$ cat src/rtl/wbpg_pkg.sv
// Shared types and constants for the Wishbone pattern engine.
// States, pattern selectors, CTI codes, LFSR taps and the watchdog limit.
package wbpg_pkg;

  typedef enum logic [2:0] {StIdle, StWr, StWrGap, StRd, StRdGap, StFin} state_e;
  typedef enum logic [1:0] {PatIncr, PatWalk, PatLfsr, PatInv} pat_e;

  localparam logic [2:0] CTI_INCR = 3'b010;
  localparam logic [2:0] CTI_EOB  = 3'b111;

  // Right-shifting Galois taps, maximal length for each supported width.
  localparam logic [31:0] LFSR_TAPS_8  = 32'h0000_00B8;
  localparam logic [31:0] LFSR_TAPS_16 = 32'h0000_B400;
  localparam logic [31:0] LFSR_TAPS_32 = 32'h8020_0003;

  // Abort on the 4095th consecutive stalled cycle.
  localparam logic [11:0] WDOG_LIMIT = 12'd4094;

  function automatic logic [31:0] lfsr_taps(input int unsigned dw);
    logic [31:0] taps;
    case (dw)
      8:       taps = LFSR_TAPS_8;
      16:      taps = LFSR_TAPS_16;
      default: taps = LFSR_TAPS_32;
    endcase
    return taps;
  endfunction

  function automatic logic [2:0] cti_of(input logic [3:0] beats_left);
    return (beats_left == 4'd1) ? CTI_EOB : CTI_INCR;
  endfunction

endpackage

$ cat src/rtl/wbpg_pattern_gen.sv
// Pattern word generator shared by write and read phases.
// o_word is registered and always holds the word for the current index.
module wbpg_pattern_gen
  import wbpg_pkg::*;
#(
  parameter int unsigned DW    = 32,
  parameter int unsigned LEN_W = 16
) (
  input  logic          i_clk,
  input  logic          i_rst,
  input  logic          i_restart,
  input  logic          i_advance,
  input  pat_e          i_pat,
  input  logic [DW-1:0] i_seed,
  output logic [DW-1:0] o_word
);

  localparam logic [31:0]   TapsAll = lfsr_taps(DW);
  localparam logic [DW-1:0] Taps    = TapsAll[DW-1:0];
  localparam int unsigned   SW      = $clog2(DW);

  logic [LEN_W-1:0] r_idx;
  logic [DW-1:0]    r_lfsr;
  logic [DW-1:0]    r_word;

  logic [LEN_W-1:0] w_idx_nxt;
  logic [DW-1:0]    w_lfsr_nxt;
  logic [DW-1:0]    w_seed;

  function automatic logic [DW-1:0] word_of(input pat_e pat, input logic [LEN_W-1:0] idx,
                                            input logic [DW-1:0] lfsr);
    logic [DW-1:0] w;
    w = '0;
    case (pat)
      PatIncr: w = DW'(idx);
      PatWalk: w = {{(DW-1){1'b0}}, 1'b1} << idx[SW-1:0];
      PatLfsr: w = lfsr;
      PatInv:  w = ~DW'(idx);
      default: w = '0;
    endcase
    return w;
  endfunction

  assign w_idx_nxt  = r_idx + LEN_W'(1);
  assign w_lfsr_nxt = r_lfsr[0] ? ((r_lfsr >> 1) ^ Taps) : (r_lfsr >> 1);
  // An all-zero LFSR would lock up, so a zero seed becomes all ones.
  assign w_seed     = (i_seed == '0) ? '1 : i_seed;

  always_ff @(posedge i_clk or posedge i_rst) begin
    if (i_rst) begin
      r_idx  <= '0;
      r_lfsr <= '0;
      r_word <= '0;
    end else if (i_restart) begin
      r_idx  <= '0;
      r_lfsr <= w_seed;
      r_word <= word_of(i_pat, '0, w_seed);
    end else if (i_advance) begin
      r_idx  <= w_idx_nxt;
      r_lfsr <= w_lfsr_nxt;
      r_word <= word_of(i_pat, w_idx_nxt, w_lfsr_nxt);
    end
  end

  assign o_word = r_word;

endmodule

$ cat src/rtl/wb_pattern_engine.sv
// Wishbone master that writes a pattern over a window in bursts, reads it back and checks it.
// Define WBPG_TIMEOUT_EN to add a 12-bit stalled-ack watchdog that aborts the run.
module wb_pattern_engine
  import wbpg_pkg::*;
#(
  parameter int unsigned APP_AW    = 26,
  parameter int unsigned DW        = 32,
  parameter int unsigned LEN_W     = 16,
  parameter int unsigned BURST_MAX = 8
) (
  input  logic              wb_clk_i,
  input  logic              wb_rst_i,
  input  logic              start_i,
  input  logic [APP_AW-1:0] cfg_base_i,
  input  logic [LEN_W-1:0]  cfg_len_i,
  input  logic [3:0]        cfg_burst_i,
  input  logic [1:0]        cfg_pat_i,
  input  logic [DW-1:0]     cfg_seed_i,
  output logic              wb_cyc_o,
  output logic              wb_stb_o,
  output logic              wb_we_o,
  output logic [APP_AW-1:0] wb_addr_o,
  output logic [DW-1:0]     wb_dat_o,
  output logic [DW/8-1:0]   wb_sel_o,
  output logic [2:0]        wb_cti_o,
  input  logic              wb_ack_i,
  input  logic [DW-1:0]     wb_dat_i,
  output logic              busy_o,
  output logic              done_o,
  output logic [15:0]       err_cnt_o,
  output logic [APP_AW-1:0] first_err_addr_o,
  output logic              timeout_o
);

  localparam logic [APP_AW-1:0] AddrStep = APP_AW'(DW / 8);
  localparam logic [3:0]        BurstMax = 4'(BURST_MAX);

  state_e            r_state;
  logic [APP_AW-1:0] r_base, r_addr, r_first_err;
  logic [LEN_W-1:0]  r_len, r_rem;
  logic [3:0]        r_burst, r_bleft;
  pat_e              r_pat;
  logic [DW-1:0]     r_seed;
  logic              r_cyc, r_stb, r_we, r_busy, r_done;
  logic [2:0]        r_cti;
  logic [15:0]       r_err;

  logic              w_ack;
  logic              w_restart;
  logic [3:0]        w_burst_cfg;
  pat_e              w_gen_pat;
  logic [DW-1:0]     w_gen_seed;
  logic [DW-1:0]     w_word;

  function automatic logic [3:0] first_bl(input logic [LEN_W-1:0] rem, input logic [3:0] burst);
    return (rem < LEN_W'(burst)) ? rem[3:0] : burst;
  endfunction

  assign w_ack       = r_stb & wb_ack_i;
  assign w_burst_cfg = (cfg_burst_i == 4'd0)    ? 4'd1     :
                       (cfg_burst_i > BurstMax) ? BurstMax : cfg_burst_i;
  // The generator restarts from live cfg at start and from latched cfg before read-back.
  assign w_restart   = ((r_state == StIdle) & start_i) | ((r_state == StWrGap) & (r_rem == '0));
  assign w_gen_pat   = (r_state == StIdle) ? pat_e'(cfg_pat_i) : r_pat;
  assign w_gen_seed  = (r_state == StIdle) ? cfg_seed_i : r_seed;

  wbpg_pattern_gen #(
    .DW    (DW),
    .LEN_W (LEN_W)
  ) u_pattern_gen (
    .i_clk     (wb_clk_i),
    .i_rst     (wb_rst_i),
    .i_restart (w_restart),
    .i_advance (w_ack),
    .i_pat     (w_gen_pat),
    .i_seed    (w_gen_seed),
    .o_word    (w_word)
  );

`ifdef WBPG_TIMEOUT_EN
  logic [11:0] r_wdog;
  logic        r_timeout;
`endif

  always_ff @(posedge wb_clk_i or posedge wb_rst_i) begin
    if (wb_rst_i) begin
      r_state     <= StIdle;
      r_base      <= '0;
      r_addr      <= '0;
      r_first_err <= '0;
      r_len       <= '0;
      r_rem       <= '0;
      r_burst     <= 4'd1;
      r_bleft     <= '0;
      r_pat       <= PatIncr;
      r_seed      <= '0;
      r_cyc       <= 1'b0;
      r_stb       <= 1'b0;
      r_we        <= 1'b0;
      r_busy      <= 1'b0;
      r_done      <= 1'b0;
      r_cti       <= 3'b000;
      r_err       <= '0;
`ifdef WBPG_TIMEOUT_EN
      r_wdog      <= '0;
      r_timeout   <= 1'b0;
`endif
    end else begin
      r_done <= 1'b0;
      case (r_state)
        StIdle: begin
          r_busy <= 1'b0;
          if (start_i) begin
            r_base      <= cfg_base_i;
            r_addr      <= cfg_base_i;
            r_len       <= cfg_len_i;
            r_rem       <= cfg_len_i;
            r_burst     <= w_burst_cfg;
            r_pat       <= pat_e'(cfg_pat_i);
            r_seed      <= cfg_seed_i;
            r_err       <= '0;
            r_first_err <= '0;
            r_busy      <= 1'b1;
`ifdef WBPG_TIMEOUT_EN
            r_wdog      <= '0;
            r_timeout   <= 1'b0;
`endif
            if (cfg_len_i == '0) begin
              r_state <= StFin;
            end else begin
              r_state <= StWr;
              r_cyc   <= 1'b1;
              r_stb   <= 1'b1;
              r_we    <= 1'b1;
              r_bleft <= first_bl(cfg_len_i, w_burst_cfg);
              r_cti   <= cti_of(first_bl(cfg_len_i, w_burst_cfg));
            end
          end
        end
        StWr, StRd: begin
          if (w_ack) begin
            r_addr <= r_addr + AddrStep;
            r_rem  <= r_rem - LEN_W'(1);
            if ((r_state == StRd) && (wb_dat_i != w_word)) begin
              if (r_err != 16'hFFFF) r_err <= r_err + 16'd1;
              if (r_err == '0) r_first_err <= r_addr;
            end
            if (r_bleft == 4'd1) begin
              r_cyc <= 1'b0;
              r_stb <= 1'b0;
              r_cti <= 3'b000;
              if (r_state == StWr) r_state <= StWrGap;
              else                 r_state <= StRdGap;
            end else begin
              r_bleft <= r_bleft - 4'd1;
              r_cti   <= cti_of(r_bleft - 4'd1);
            end
          end
`ifdef WBPG_TIMEOUT_EN
          if (w_ack) begin
            r_wdog <= '0;
          end else if (r_wdog == WDOG_LIMIT) begin
            r_cyc     <= 1'b0;
            r_stb     <= 1'b0;
            r_we      <= 1'b0;
            r_cti     <= 3'b000;
            r_timeout <= 1'b1;
            r_state   <= StFin;
          end else begin
            r_wdog <= r_wdog + 12'd1;
          end
`endif
        end
        StWrGap: begin
          r_cyc <= 1'b1;
          r_stb <= 1'b1;
          if (r_rem == '0) begin
            r_state <= StRd;
            r_we    <= 1'b0;
            r_addr  <= r_base;
            r_rem   <= r_len;
            r_bleft <= first_bl(r_len, r_burst);
            r_cti   <= cti_of(first_bl(r_len, r_burst));
          end else begin
            r_state <= StWr;
            r_bleft <= first_bl(r_rem, r_burst);
            r_cti   <= cti_of(first_bl(r_rem, r_burst));
          end
        end
        StRdGap: begin
          if (r_rem == '0) begin
            r_state <= StFin;
          end else begin
            r_state <= StRd;
            r_cyc   <= 1'b1;
            r_stb   <= 1'b1;
            r_bleft <= first_bl(r_rem, r_burst);
            r_cti   <= cti_of(first_bl(r_rem, r_burst));
          end
        end
        StFin: begin
          r_done  <= 1'b1;
          r_we    <= 1'b0;
          r_state <= StIdle;
        end
        default: r_state <= StIdle;
      endcase
    end
  end

  assign wb_cyc_o         = r_cyc;
  assign wb_stb_o         = r_stb;
  assign wb_we_o          = r_we;
  assign wb_addr_o        = r_addr;
  assign wb_dat_o         = w_word;
  assign wb_sel_o         = '1;
  assign wb_cti_o         = r_cti;
  assign busy_o           = r_busy;
  assign done_o           = r_done;
  assign err_cnt_o        = r_err;
  assign first_err_addr_o = r_first_err;
`ifdef WBPG_TIMEOUT_EN
  assign timeout_o        = r_timeout;
`else
  assign timeout_o        = 1'b0;
`endif

endmodule
$ cat config.mk
export PLATFORM = sky130hd
export DESIGN_NAME = wb_pattern_engine
export DESIGN_NICKNAME = d
export VERILOG_FILES = /design/src/rtl/wbpg_pkg.sv /design/src/rtl/wbpg_pattern_gen.sv /design/src/rtl/wb_pattern_engine.sv
export SDC_FILE = /design/constraint.sdc
export NUM_CORES = 1
export LEC_CHECK = 0
export ABC_AREA = 1
export CORE_ASPECT_RATIO = 1.25
export CORE_MARGIN = 3
export CORE_UTILIZATION = 55
export DETAILED_ROUTE_END_ITERATION = 7
export GPL_TIMING_DRIVEN = 0
export PLACE_DENSITY_LB_ADDON = 0.05
export SKIP_CTS_REPAIR_TIMING = 1
export SLEW_MARGIN = 10
export SYNTH_ARGS = -nofsm -noshare
export SYNTH_HDL_FRONTEND = slang
export SYNTH_SLANG_ARGS = --single-unit
$ cat constraint.sdc
create_clock -name wb_clk_i -period 11.35 [get_ports wb_clk_i]
set_input_delay 2.27 -clock wb_clk_i [delete_from_list [all_inputs] [get_ports wb_clk_i]]
set_output_delay 2.27 -clock wb_clk_i [all_outputs]
set_load 0.03 [all_outputs]
==> impl_metrics.py, run 1 <==
metrics = {
    "yosys": {
        "synth-compound-area-share": 0.1714,
        "ys_seq_elements": 257,
        "ys_seq_area_frac": 0.4282,
        "synthFlopType": "dfrtp_1",
        "synth_cell_type_count": 50,
        "synth.avg_cell_area_um2": 7.258,
        "synthTopCellsByArea": "dfrtp_1 (43%), nand2_1 (15%), o21ai_0 (5.6%), inv_1 (5.6%), nor2_1 (4.8%)",
        "synth_xor_xnor_area_share": 0.02507,
        "synthAdderAreaFrac": 0.01749,
        "syn_area_um2": 15020,
        "synth_top_area_share": 0.4264,
        "yosys.area_share.simple": 0.2649,
        "yosys_warnings": 0,
        "synthMuxAreaShare": 0,
        "async_flop_share": 1.000,
        "synth_area_leader_cell": "dfrtp_1",
        "synthCells": 2070,
        "synth_top_family_by_area": "simple AND/OR/NAND/NOR gates",
        "synth_edf_count": 0,
    },
    "timing": {
        "setup-tns-final_ps": 0,
        "fin_skew_ps": 9.922,
        "min_period_over_period": 0.4155,
        "holdWs_ps": 473.6,
        "rsz0062_at_grt": "false",
        "worst_pin_slew_ps": 987.0,
        "post-route-min-period_ps": 4716,
        "setup_viol": 0,
        "setup_ws_ps": 6634,
        "hold_violations": 0,
        "slew_viol_final": 0,
        "max_freq_mhz": 212.1,
        "relSlewSlack": 0.3359,
    },
    "finish": {
        "mostFrequentLayoutCells": "nand2_1 (588), dfrtp_1 (256), clkdlybuf4s50_1 (223)",
        "layout_commonest_cell": "nand2_1",
        "fin_cells": 2693,
        "drive_gt1_frac": 0.06093,
        "nNetsFinal": 2464,
        "fillCellCount": 2274,
        "final-seq-area_um2": 6432,
        "multi_input_area_um2": 7213,
        "syn_to_final_growth_pct": 24.52,
    },
    "worst_setup_path": {
        "required_ps": 11760,
        "end_kind": "flop",
        "arrival_ps": 5130,
        "worst_r2r_endpoint": "u_pattern_gen.r_lfsr[4]",
        "crit_chain": "clkdlybuf4s50_1 > nand2_1 > nand2_1 > nand2_1 > nor2_1 > nand2_2 > nor2_4 > inv_2 > nand2_1 > buf_2 > o221ai_1",
        "ff2ff_path_depth": 12,
        "crit_top_cell": "nand2_1",
        "startpoint_type": "input port",
        "critical_path.max_fanout": 10,
        "crit_path_end": "u_pattern_gen.r_lfsr[4]",
        "startpoint": "wb_ack_i",
        "crit_path_top_delay_cell": "clkdlybuf4s50_1",
        "worstSetupPathType": "in2reg",
        "r2r_slack_ps": 8290,
        "slowest_delay_ps": 470,
        "r2r_start": "r_rem[1]",
    },
    "placed_design": {
        "place_congestion": 1.025,
        "dpl_worst_slack_ps": 6223,
        "portBuffers": 223,
        "place_inst": 2643,
        "dpl.hpwl_um": 42930,
    },
    "cts": {
        "clockRootBuffer": "clkbuf_16",
        "clk_pin_slew_ps": 60,
        "cts_max_level": 1,
        "numCtsBuffers": 27,
        "cts.sinks": 257,
        "clock_path_buffers": 3,
        "cts_tree": "built",
        "clk-insertion-delay-late_ps": 550,
    },
    "job": {
        "cap_violations": 0,
    },
    "global_routing": {
        "grt_pass1_wl_um": 87330,
        "grt_pass1_vias": 16144,
        "antenna_found_initial": 2,
        "track_usage": 0.3786,
        "overflow": 0,
        "grt_max_degree": 115,
    },
    "detailed_routing": {
        "via_per_inst": 5.931,
        "drt_wl_total_um": 56420,
        "dr.pass1.iters": 6,
        "drc": 0,
        "drtIter0Drc": 1448,
        "routedWlPerCell_um": 20.95,
        "ant_nets": 0,
        "vias": 15972,
    },
    "floorplan": {
        "row_count": 67,
        "start_util": 0.5600,
        "coreArea_um2": 26830,
        "die_area_um2": 29350,
        "die_h_um": 190.8,
        "die_width_um": 153.8,
        "io_pins": 229,
    },
    "power_and_ir_drop": {
        "vdd_ir_drop_max_mv": 0.1305,
        "power_mw": 2.053,
        "p_per_area_nw_per_um2": 109.7,
        "leakage_nw": 8.620,
    },
    "min_path": {
        "min_path_type": "reg2reg",
    },
    "status": {
        "status": "completed",
    },
}
[flip-flops by register name, summed over array words and instances (netlist names), 3 cells and up]
name / count
r_seed: 32
u_pattern_gen.o_word: 32
u_pattern_gen.r_lfsr: 32
first_err_addr_o: 26
r_base: 26
wb_addr_o: 26
err_cnt_o: 16
r_len: 16
r_rem: 16
u_pattern_gen.r_idx: 16
r_bleft: 4
r_burst: 4
r_state: 3
[cell families (layout without fill, tap and decap cells)]
kind of cell | count (synthesis) | after routing
adders and majority gates | 21 | 21
and+or+nand+nor | 963 | 963
buffers and inverters | 338 | 612
xor gates and xnor gates | 43 | 43
AOI/OAI and AO/OA | 446 | 446
DFF | 257 | 257
other | 2 | 6
[cell usage after synthesis, types with 3 or more instances]
master / instances
o21ai_1: 61
a31oi_1: 27
ha_1: 21
a22oi_1: 32
o21ai_2: 3
clkbuf_1: 50
a32oi_1: 4
nor2_1: 193
nand3b_1: 4
xnor2_1: 6
dfrtp_1: 256
buf_2: 37
xor2_1: 37
nand3_1: 80
a22o_1: 3
inv_1: 223
nand2_1: 588
a221oi_1: 6
nand2_2: 4
o211ai_1: 11
a21oi_1: 67
or2_2: 12
nor3_1: 23
buf_4: 11
inv_2: 8
nor4_1: 17
a41oi_1: 6
a211oi_1: 3
o221ai_1: 11
o21ai_0: 169
nand4_1: 27
buf_6: 4
o31ai_1: 4
clkinv_1: 3
o22ai_1: 33
nor2_2: 8
[how the worst min path moves through the flow]
stage	startpoint	endpoint	slack [ps]	cells after the start
floorplan	r_base[25]	r_base[25]	440	2
global placement	r_base[1]	r_base[1]	450	2
detailed placement	r_base[0]	r_base[0]	460	2
CTS	r_base[0]	r_base[0]	470	2
global route	r_base[10]	r_base[10]	500	2
finish	r_base[0]	r_base[0]	470	2
[power by group]
group / internal [mW] / switching, mW / total (mW)
combinational: 0.0652 / 0.0948 / 0.160
clock: 0.566 / 0.387 / 0.952
sequential: 0.932 / 0.00848 / 0.940
[through the flow]
| step | area (um2) | util |
|---|---|---|
| 2_1_floorplan | 15030 | - |
| 3_3_place_gp | 17700 | 0.6597 |
| 4_1_cts | 18700 | 0.6972 |
| 3_5_place_dp | 17760 | 0.6621 |
| 6_report | 18710 | 0.6973 |
| 5_1_grt | 18710 | 0.6973 |
[critical path, delay by kind of cell]
kind                   cells  cell delay [ps]
buffers and inverters      3              960
and+or+nand+nor            7             1730
AOI/OAI and AO/OA          1              150
[final cells by class]
cell class                      count  area share
Clock buffer                       35     0.04093
Antenna cell                        1   0.0001338
Tap cell                          345     0.02308
Clock inverter                     14    0.009498
Buffer                            103     0.02695
Inverter                          235     0.04769
Timing Repair Buffer              225      0.1223
Sequential cell                   257      0.3439
Multi-Input combinational cell   1478      0.3856
[layer usage]
metal  routed length [um]  track usage
met4                 5424       0.2922
met5                    0            0
met2                27060       0.6474
met3                 4017      0.04926
met1                19910       0.4281
Note: power is estimated with default switching activity, not from simulation.
==> run 2: changes to the inputs <==
==> constraint.sdc (replaced) <==
create_clock -name wb_clk_i -period 4.4 [get_ports wb_clk_i]
set_input_delay 0.88 -clock wb_clk_i [delete_from_list [all_inputs] [get_ports wb_clk_i]]
set_output_delay 0.88 -clock wb_clk_i [all_outputs]
set_load 0.03 [all_outputs]
==> run 2 against run 1 <==
Routed wire length down 0.90%. Sequential share of layout area down 0.069 points. First-iteration DRC count up 7.2%. Hold slack worse by 0.91 ps. Critical path type unchanged. Critical endpoint is now u_pattern_gen.r_lfsr[3]. Largest power group is now registers.
==> impl_metrics.py, run 2 (synthesis results as in run 1) <==
metrics = {
    "floorplan": {
        "die_h_um": 190.8,
        "die_width_um": 153.8,
        "io_pins": 229,
        "start_util": 0.5600,
        "coreArea_um2": 26830,
        "row_count": 67,
        "die_area_um2": 29350,
    },
    "power_and_ir_drop": {
        "leakage_nw": 8.618,
        "power_mw": 5.105,
        "vdd_ir_drop_max_mv": 0.3011,
        "p_per_area_nw_per_um2": 272.3,
    },
    "worst_setup_path": {
        "startpoint_type": "input port",
        "required_ps": 4790,
        "ff2ff_path_depth": 12,
        "end_kind": "flop",
        "critical_path.max_fanout": 10,
        "worstSetupPathType": "in2reg",
        "arrival_ps": 3770,
        "r2r_slack_ps": 1290,
    },
    "detailed_routing": {
        "dr.pass1.iters": 6,
        "drc": 0,
        "routedWlPerCell_um": 20.71,
        "drt_wl_total_um": 55910,
        "vias": 15950,
        "drtIter0Drc": 1552,
        "ant_nets": 0,
        "via_per_inst": 5.907,
    },
    "finish": {
        "nNetsFinal": 2470,
        "layout_commonest_cell": "nand2_1",
        "syn_to_final_growth_pct": 24.77,
        "mostFrequentLayoutCells": "nand2_1 (588), dfrtp_1 (256), clkdlybuf4s50_1 (223)",
        "drive_gt1_frac": 0.06037,
        "fillCellCount": 2221,
    },
    "cts": {
        "clockRootBuffer": "clkbuf_16",
        "clk_pin_slew_ps": 60,
        "cts.sinks": 257,
        "clk-insertion-delay-late_ps": 540,
        "clock_path_buffers": 3,
        "cts_tree": "built",
        "cts_max_level": 1,
        "numCtsBuffers": 27,
    },
    "global_routing": {
        "grt_max_degree": 40,
        "antenna_found_initial": 4,
        "grt_pass1_vias": 15937,
        "grt_pass1_wl_um": 86380,
        "overflow": 0,
        "track_usage": 0.3732,
    },
    "timing": {
        "relSlewSlack": 0.3753,
        "fin_skew_ps": 9.892,
        "min_period_over_period": 0.7686,
        "slew_viol_final": 0,
        "setup_viol": 0,
        "setup-tns-final_ps": 0,
        "worst_pin_slew_ps": 933.9,
        "setup_ws_ps": 1018,
        "holdWs_ps": 472.7,
        "rsz0062_at_grt": "false",
        "post-route-min-period_ps": 3382,
        "max_freq_mhz": 295.7,
        "hold_violations": 0,
    },
    "placed_design": {
        "place_congestion": 1.040,
        "dpl.hpwl_um": 42870,
        "portBuffers": 223,
        "dpl_worst_slack_ps": 537.5,
    },
    "status": {
        "status": "completed",
    },
    "min_path": {
        "whs_path_depth": 2,
        "min_path_type": "reg2reg",
    },
    "job": {
        "cap_violations": 0,
    },
}
==> run 2: changes by cell type in the layout (fill, tap and decap cells not counted), moves of 2 or more <==
cell        change
buf_12          +6
diode_2         +2
clkinvlp_4      +2
clkbuf_1        +6
clkinv_2        -4
bufinv_16       -3
==> run 2: worst max-delay path, cell delays in order <==
cell and delay, ps:
clkdlybuf4s50_1 460, nand2_1 320, nand2_1 210, nand2_1 110, nor2_1 170, nand2_2 250
nor2_4 240, inv_2 120, nand2_1 410, buf_2 400, o221ai_1 170
==> run 2: power by group <==
group	switching [mW]	internal [mW]
sequential	0.0210	2.40
combinational	0.247	0.179
clock	0.952	1.30
total	1.22	3.89
==> run 2: routing by layer <==
metal | vias up | global-route usage | routed length (um)
met4 | 0 | 0.2528 | 4605
met2 | 838 | 0.6630 | 27800
met5 | - | 0 | 0
met1 | 7511 | 0.4149 | 19650
li1 | 7334 | - | -
met3 | 267 | 0.04994 | 3850
==> run 2: final cells by class <==
| type | count | area, um2 | share of cell area |
|---|---|---|---|
| Antenna cell | 3 | 7.507 | 0.0004005 |
| Buffer | 103 | 504.2 | 0.02690 |
| Clock buffer | 42 | 802.0 | 0.04279 |
| Clock inverter | 6 | 57.56 | 0.003071 |
| Inverter | 235 | 888.4 | 0.04739 |
| Multi-Input combinational cell | 1478 | 7213 | 0.3848 |
| Sequential cell | 257 | 6432 | 0.3432 |
| Tap cell | 345 | 431.7 | 0.02303 |
| Timing Repair Buffer | 231 | 2407 | 0.1284 |
==> run 2: stage by stage <==
| step | cells | instance area [um2] | utilization |
|---|---|---|---|
| after floorplan | 2073 | 15040 | - |
| after global placement | 2641 | 17700 | 0.6599 |
| after detailed placement | 2649 | 17880 | 0.6664 |
| after CTS | 2697 | 18740 | 0.6985 |
| after global routing | 2700 | 18740 | 0.6987 |
| final | 2700 | 18740 | 0.6987 |
==> run 2: path summary, 6_finish.rpt <==
check	from	end
setup / recovery	wb_ack_i	u_pattern_gen.r_lfsr[3]
min in group asynchronous	wb_rst_i	r_len[13]
hold reg to reg	r_base[8]	r_base[8]
setup reg to reg	r_rem[0]	u_pattern_gen.r_lfsr[3]
max in group asynchronous	wb_rst_i	u_pattern_gen.o_word[16]
hold / removal	r_base[8]	r_base[8]
==> run 3: changes to the inputs <==
==> constraint.sdc (replaced) <==
create_clock -name wb_clk_i -period 3.44 [get_ports wb_clk_i]
set_input_delay 0.688 -clock wb_clk_i [delete_from_list [all_inputs] [get_ports wb_clk_i]]
set_output_delay 0.688 -clock wb_clk_i [all_outputs]
set_load 0.03 [all_outputs]
==> results of run 3 <==
Same layout as run 2 (identical final DEF). Status: completed.
Main changes from that run: setup slack after placement 537.5 ps -> -230.5 ps; setup slack after layout 1018 ps -> 250.0 ps; register-to-register setup slack 1290 ps -> 330 ps; total power 5.105 mW -> 6.529 mW; worst IR drop on VDD 0.3011 mV -> 0.3851 mV
